==> src/rtl/jk_bank_arbiter.sv <==
// Round-robin arbitrated controller for a bank of JK cells shared by two requesters.
// A three-state FSM applies one latched JK operation per grant and drives a hex 7-segment readout.
module jk_bank_arbiter #(
    parameter int WIDTH = 4,
    parameter int IDX_W = 2
) (
    input  logic             clk,
    input  logic             rst,
    input  logic             req_a,
    input  logic [1:0]       op_a,
    input  logic [IDX_W-1:0] idx_a,
    input  logic             req_b,
    input  logic [1:0]       op_b,
    input  logic [IDX_W-1:0] idx_b,
    input  logic             clr_all,
    input  logic             set_all,
    output logic             ack_a,
    output logic             ack_b,
    output logic             err,
    output logic             busy,
    output logic [WIDTH-1:0] q,
    output logic [6:0]       display7Segment
);

    typedef enum logic [1:0] {IDLE, APPLY, ACK} state_t;

    localparam int NB = (WIDTH < 4) ? WIDTH : 4;

    state_t           state;
    logic             grantB;
    logic             lastGrantB;
    logic [1:0]       opReg;
    logic [IDX_W-1:0] idxReg;
    logic [WIDTH-1:0] applied;
    logic             inRange;
    logic             pickB;
    logic [3:0]       nibble;

    // On a tie the requester that did not win last time is favoured.
    assign pickB = req_b & (~req_a | ~lastGrantB);

    always_comb begin
        applied = q;
        inRange = 1'b0;
        for (int i = 0; i < WIDTH; i++) begin
            if (idxReg == IDX_W'(i)) begin
                inRange = 1'b1;
                case (opReg)
                    2'b10:   applied[i] = 1'b1;
                    2'b01:   applied[i] = 1'b0;
                    2'b11:   applied[i] = ~q[i];
                    default: applied[i] = q[i];
                endcase
            end
        end
    end

    always_ff @(posedge clk or posedge rst) begin
        if (rst) begin
            state      <= IDLE;
            grantB     <= 1'b0;
            lastGrantB <= 1'b1;
            opReg      <= 2'b00;
            idxReg     <= '0;
            ack_a      <= 1'b0;
            ack_b      <= 1'b0;
            err        <= 1'b0;
            busy       <= 1'b0;
        end else begin
            case (state)
                IDLE: begin
                    if (req_a | req_b) begin
                        grantB     <= pickB;
                        lastGrantB <= pickB;
                        opReg      <= pickB ? op_b : op_a;
                        idxReg     <= pickB ? idx_b : idx_a;
                        busy       <= 1'b1;
                        state      <= APPLY;
                    end
                end
                APPLY: begin
                    ack_a <= ~grantB;
                    ack_b <= grantB;
                    err   <= ~inRange;
                    state <= ACK;
                end
                ACK: begin
                    ack_a <= 1'b0;
                    ack_b <= 1'b0;
                    err   <= 1'b0;
                    busy  <= 1'b0;
                    state <= IDLE;
                end
                default: state <= IDLE;
            endcase
        end
    end

    // Bulk clear/preset win over the single-cell write landing in the same cycle.
    always_ff @(posedge clk or posedge rst) begin
        if (rst) begin
            q <= '0;
        end else if (clr_all) begin
            q <= '0;
        end else if (set_all) begin
            q <= '1;
        end else if (state == APPLY) begin
            q <= applied;
        end
    end

    always_comb begin
        nibble = 4'h0;
        for (int i = 0; i < NB; i++) begin
            nibble[i] = q[i];
        end
    end

    always_comb begin
        case (nibble)
            4'h0:    display7Segment = 7'b1000000;
            4'h1:    display7Segment = 7'b1111001;
            4'h2:    display7Segment = 7'b0100100;
            4'h3:    display7Segment = 7'b0110000;
            4'h4:    display7Segment = 7'b0011001;
            4'h5:    display7Segment = 7'b0010010;
            4'h6:    display7Segment = 7'b0000010;
            4'h7:    display7Segment = 7'b1111000;
            4'h8:    display7Segment = 7'b0000000;
            4'h9:    display7Segment = 7'b0010000;
            4'hA:    display7Segment = 7'b0001000;
            4'hB:    display7Segment = 7'b0000011;
            4'hC:    display7Segment = 7'b1000110;
            4'hD:    display7Segment = 7'b0100001;
            4'hE:    display7Segment = 7'b0000110;
            default: display7Segment = 7'b0001110;
        endcase
    end

endmodule

==> config.mk <==
export PLATFORM = sky130hd
export DESIGN_NAME = jk_bank_arbiter
export DESIGN_NICKNAME = d
export VERILOG_FILES = /design/src/rtl/jk_bank_arbiter.sv
export SDC_FILE = /design/constraint.sdc
export NUM_CORES = 1
export LEC_CHECK = 0
export CAP_MARGIN = 20
export CORE_ASPECT_RATIO = 1.75
export CORE_MARGIN = 5
export CORE_UTILIZATION = 30
export CTS_BUF_LIST = sky130_fd_sc_hd__clkbuf_4 sky130_fd_sc_hd__clkbuf_8
export DETAILED_ROUTE_END_ITERATION = 16
export MAX_ROUTING_LAYER = met4
export PLACE_DENSITY = 0.56
export SLEW_MARGIN = 20
export SYNTH_ARGS = -nofsm -noshare
export SYNTH_HDL_FRONTEND = slang
export SYNTH_SLANG_ARGS = --single-unit
==> constraint.sdc <==
create_clock -name clk -period 1.7 [get_ports clk]
set_clock_uncertainty 0.1 [all_clocks]
set_input_delay 0.51 -clock clk [delete_from_list [all_inputs] [get_ports clk]]
set_output_delay 0.51 -clock clk [all_outputs]
set_load 0.01 [all_outputs]
# Word-level counts from Yosys, hierarchy flattened
# Memories as Yosys holds them, arrays and structs flattened.
# Cells that the tools add are included.
# word_totals
memories	1
ram_bits	0
reg_bits	16
mem_bits_ro	112
output_inout_bits	15
latch_bits	0
in_bits	14
# op_classes
n_mul	0
n_div	0
n_bitwise	11
order_cmp	0
n_eq_ne	9
muxes	24
n_reduce_logical	16
shifts	0
n_addsub	0
# mem_list
name	words	word_bits	rd	rd_clocked_by_memory_dff	wr	line	source
(name not given)	16	7	1	0	0	120	case (nibble)
# ops
operator	n
3-bit nonzero test	5
4-bit 2-to-1 mux	3
1-bit one-hot mux with 3 select lines	4
3-bit AND reduction	4
2-bit equality test, second input constant	5
1-bit 2-to-1 mux	9
1-bit inverter	8
1-bit one-hot mux with 2 select lines	4
2-bit by 1-bit equality test with 1-bit output, second input constant	3
2-bit 2-to-1 mux	3
5-bit nonzero test	1
2-bit zero test	2
2-bit one-hot mux with 2 select lines	1
2-bit AND reduction	2
2-bit nonzero test	2
2-bit inequality test, second input constant	1
1-bit bitwise OR	2
1-bit bitwise AND	1

# Logic depth before layout (Yosys ltp)
# Gate-level depths: netlist of the first run.
# depth
word_depth	7
ltp_mapped	5
mapped_depth_nobuf	5

# Least setup slack after synthesis of the first run
# No wires, ideal clock.
# synth_timing
path_kind	register -> output
start	register q[0]
end	output display7Segment[3]
slack_ns	-0.181
path_buffers	0
t_arrival_ns	1.271
t_required_ns	1.090
path_stages_with_launch	6
path_cell_list	dfrtp_1 > inv_1 > ha_1 > nand2_1 > a21oi_1 > a31oi_1
# synth_via
elab_chain_cells	1
# synth_rtl
item	line	source
start: declaration	21	output logic [WIDTH-1:0] q,
start signal: assignment	108	q <= applied;
memory 16 x 7 bit	n/a	
end: declaration	22	output logic [6:0] display7Segment
# No other way between the ends.

# Worst setup path in the final report of the first run
# Ends and elaborated chain as after synthesis.

==> results.cfg, run 1 <==
[outcome]
status = complete, but fails checks
violations = setup timing

[timing]
tightest_slew_ns = 0.3638
fmax_ghz = 0.4852
hold_viol = 0
post-route-period-util_pct = 121.2
setup-violations-final = 8
slew_violations = 0
rsz0062_at_grt = true
worst_slack_ns = -0.3610
finalCriticalPeriod_ns = 2.061
hold_ws_ns = 0.3749
max-slew-margin-rel_pct = 75.64

[floorplan]
die_height_um = 88.53
num_rows = 28
num_io_pins = 29
start_util_pct = 31.11
die_area_um2 = 4858
coreArea_um2 = 3398
fp.dieW_um = 54.88

[synthesis]
yosysTopAreaCell = dfrtp_1
ys_warn_count = 0
yosys.area.top_type_share_pct = 35.50
synthFlopType = dfrtp_1
avgSynthCellArea_um2 = 9.440
synth_edf_count = 0
synthesis.nets = 137
synth_common_cells = dfrtp_1 (15), nand2_1 (12), o21ai_1 (12)
yosysUniqueCellTypes = 35
netlist_top_cells_area = dfrtp_1 (36%), ha_1 (13%), o21ai_1 (5.7%), mux2i_1 (4.7%), nand2_1 (4.3%)
async_flop_share_pct = 100.0
yosysMostFrequentCell = dfrtp_1
synth-seq-area-share_pct = 37.99
syn_inst = 112
ys_seq_elements = 16
netlist_area_um2 = 1057

[pwr]
p_sw_share_pct = 38.61
p_per_area_nw_per_um2 = 1269
comb_power_share_pct = 52.4
power_switching_w = 0.0008402
p_int_w = 0.001336
power_frac_clock_pct = 15.3
power_w = 0.002176
vdd_drop_max_mv = 0.8382
leakage_nw = 0.7559
sequentialPowerShare_pct = 32.3

[global_route]
grt_max_degree = 12
antenna_found_initial = 0
grt_pass1_wl_um = 4871
grt-ovfl-total = 0
grt_pass1_vias = 1106
grt_util_all_layers_pct = 13.75

[critical_path]
critPathLaunchType = flip-flop
cp.required_ns = 1.09
cp_max_fo = 5
crit_path_end_kind = primary output
arrival_ns = 1.45
reg2regPathDepth = 5
timing_worst_setup_path_type = flip-flop to primary output

[flow_run]
maxCapViolations = 0

[clock_tree]
clock_latency_ns = 0.24
cts_buffers = 3
clockBufferDepth = 2
cts.sinks = 16
tritoncts = done
holdBufCountCts = 0
clk_pin_slew_ns = 0.06
h-tree-depth = 1
cts_root_buffer = clkbuf_8

[final_layout]
area_delta_synth_final_pct = 62.25
diodes = 0
drive_gt1_share_pct = 38.46
nNetsFinal = 195
final_cell_count_no_fill = 214

[place]
dp.cells = 201
routabilityCongestion = 0.7223
portBuffers = 28
hpwl_um = 2108
post-place-ws_ns = -0.5566

[route]
drc_errors = 0
wl_met1_um = 1014
wl_met3_um = 123
first_pass_iters = 4
vias_per_cell = 4.757
ant_nets = 0
drt_wl_total_um = 2816
wire_per_inst_um = 13.16
vias = 1018
initialDrtViolationCount = 10
wl_met2_um = 1640
dr.max_layer_used = met4

[worst_hold_path]
hold_class = input pin to asynchronous set/reset pin
layer usage:
layer | vias to the layer above | GRT usage [%]
met5 | - | -
met4 | 0 | 3.855
met3 | 4 | 1.686
met2 | 27 | 27.05
met1 | 475 | 12.89
li1 | 512 | -
layout by cell type, fill, tap and decap left out, drive strengths merged, types with 3 or more instances in the layout:
cell,n
nor2b,5
clkdlybuf4s50,13
a21oi,5
dlygate4sd2,5
o21ai,15
inv,7
nand3b,3
dfrtp,15
mux2i,5
ha,11
nand2,12
clkbuf,4
nand2b,3
nor2,3
buf,35
cell type report:
class,count,area [um2]
well taps,45,56.30
flip-flops and latches,16,406.6
fillers,332,1683
inverters,7,31.28
clock buffers,4,55.05
multi-input cells,87,719.4
repair buffers,55,446.7
flip-flops by register name, summed over array words and instances, names as in the netlist:
name and count:
opReg 2, ack_b 1, state 2, busy 1, q 4, idxReg 2, ack_a 1, lastGrantB 1
err 1, grantB 1
worst max-delay path, stage by stage, from the launching register on:
cell and delay, ns:
dfrtp_2 0.45, ha_4 0.19, or2_1 0.22, a21oi_2 0.13, a31oi_1 0.06, buf_2 0.15
worst paths after layout:
kind	slack, ns	to	from
max	-0.36	display7Segment[3]	q[0]
min	0.37	ack_a	rst
max reg2reg	0.12	q[0]	q[0]
min reg2reg	0.40	busy	busy
max in group asynchronous	0.70	q[1]	rst
min in group clk	0.40	busy	busy
per-stage QoR:
stage	TNS (ns)	util, %	cell area (um2)
finish	-2.274	50.48	1715
global route	-2.844	50.48	1715
CTS	-2.268	49.15	1670
detailed placement	-4.632	44.96	1528
global placement	-4.379	44.96	1528
floorplan	-0.09664	-	1065
logic make-up (layout without fill, tap and decap cells):
group | count (synthesis) | count (layout) | share of synthesized area [%]
flip-flops | 16 | 16 | 37.99
multiplexers | 7 | 7 | 6.864
buffers and inverters | 9 | 66 | 3.313
AND/OR/NAND/NOR | 34 | 34 | 16.69
adder cells (fa/ha/maj) | 11 | 11 | 13.02
AO/OA/AOI/OAI | 35 | 35 | 22.13
power by group through the flow:
stage | clock network [W] | logic [W] | registers [W]
finish | 0.000333 | 0.00114 | 0.000702
global route | 0.000357 | 0.00129 | 0.000726
CTS | 0.000342 | 0.00109 | 0.000701
detailed placement | 0 | 0.00105 | 0.000716
global placement | 0 | 0.00102 | 0.000705
floorplan | 0 | 0.000574 | 0.000696
repair_timing:
| item | 4_1_cts | 5_1_grt |
|---|---|---|
| buffers inserted | 8 | 1 |
| resized for setup | 59 | 8 |
| endpoints found under the setup margin | 15 | 10 |
| pin swaps | 4 | 6 |
No activity file was read; power rests on OpenSTA's default activity.
==> run 2: changes to the inputs <==
--- a/config.mk
+++ b/config.mk
@@ -5,7 +5,6 @@
 export SDC_FILE = /design/constraint.sdc
 export NUM_CORES = 1
 export LEC_CHECK = 0
-export CAP_MARGIN = 20
 export CORE_ASPECT_RATIO = 1.75
 export CORE_MARGIN = 5
 export CORE_UTILIZATION = 30
==> results of run 2 <==
The final DEF is identical to that of run 1; final timing and power are the same.
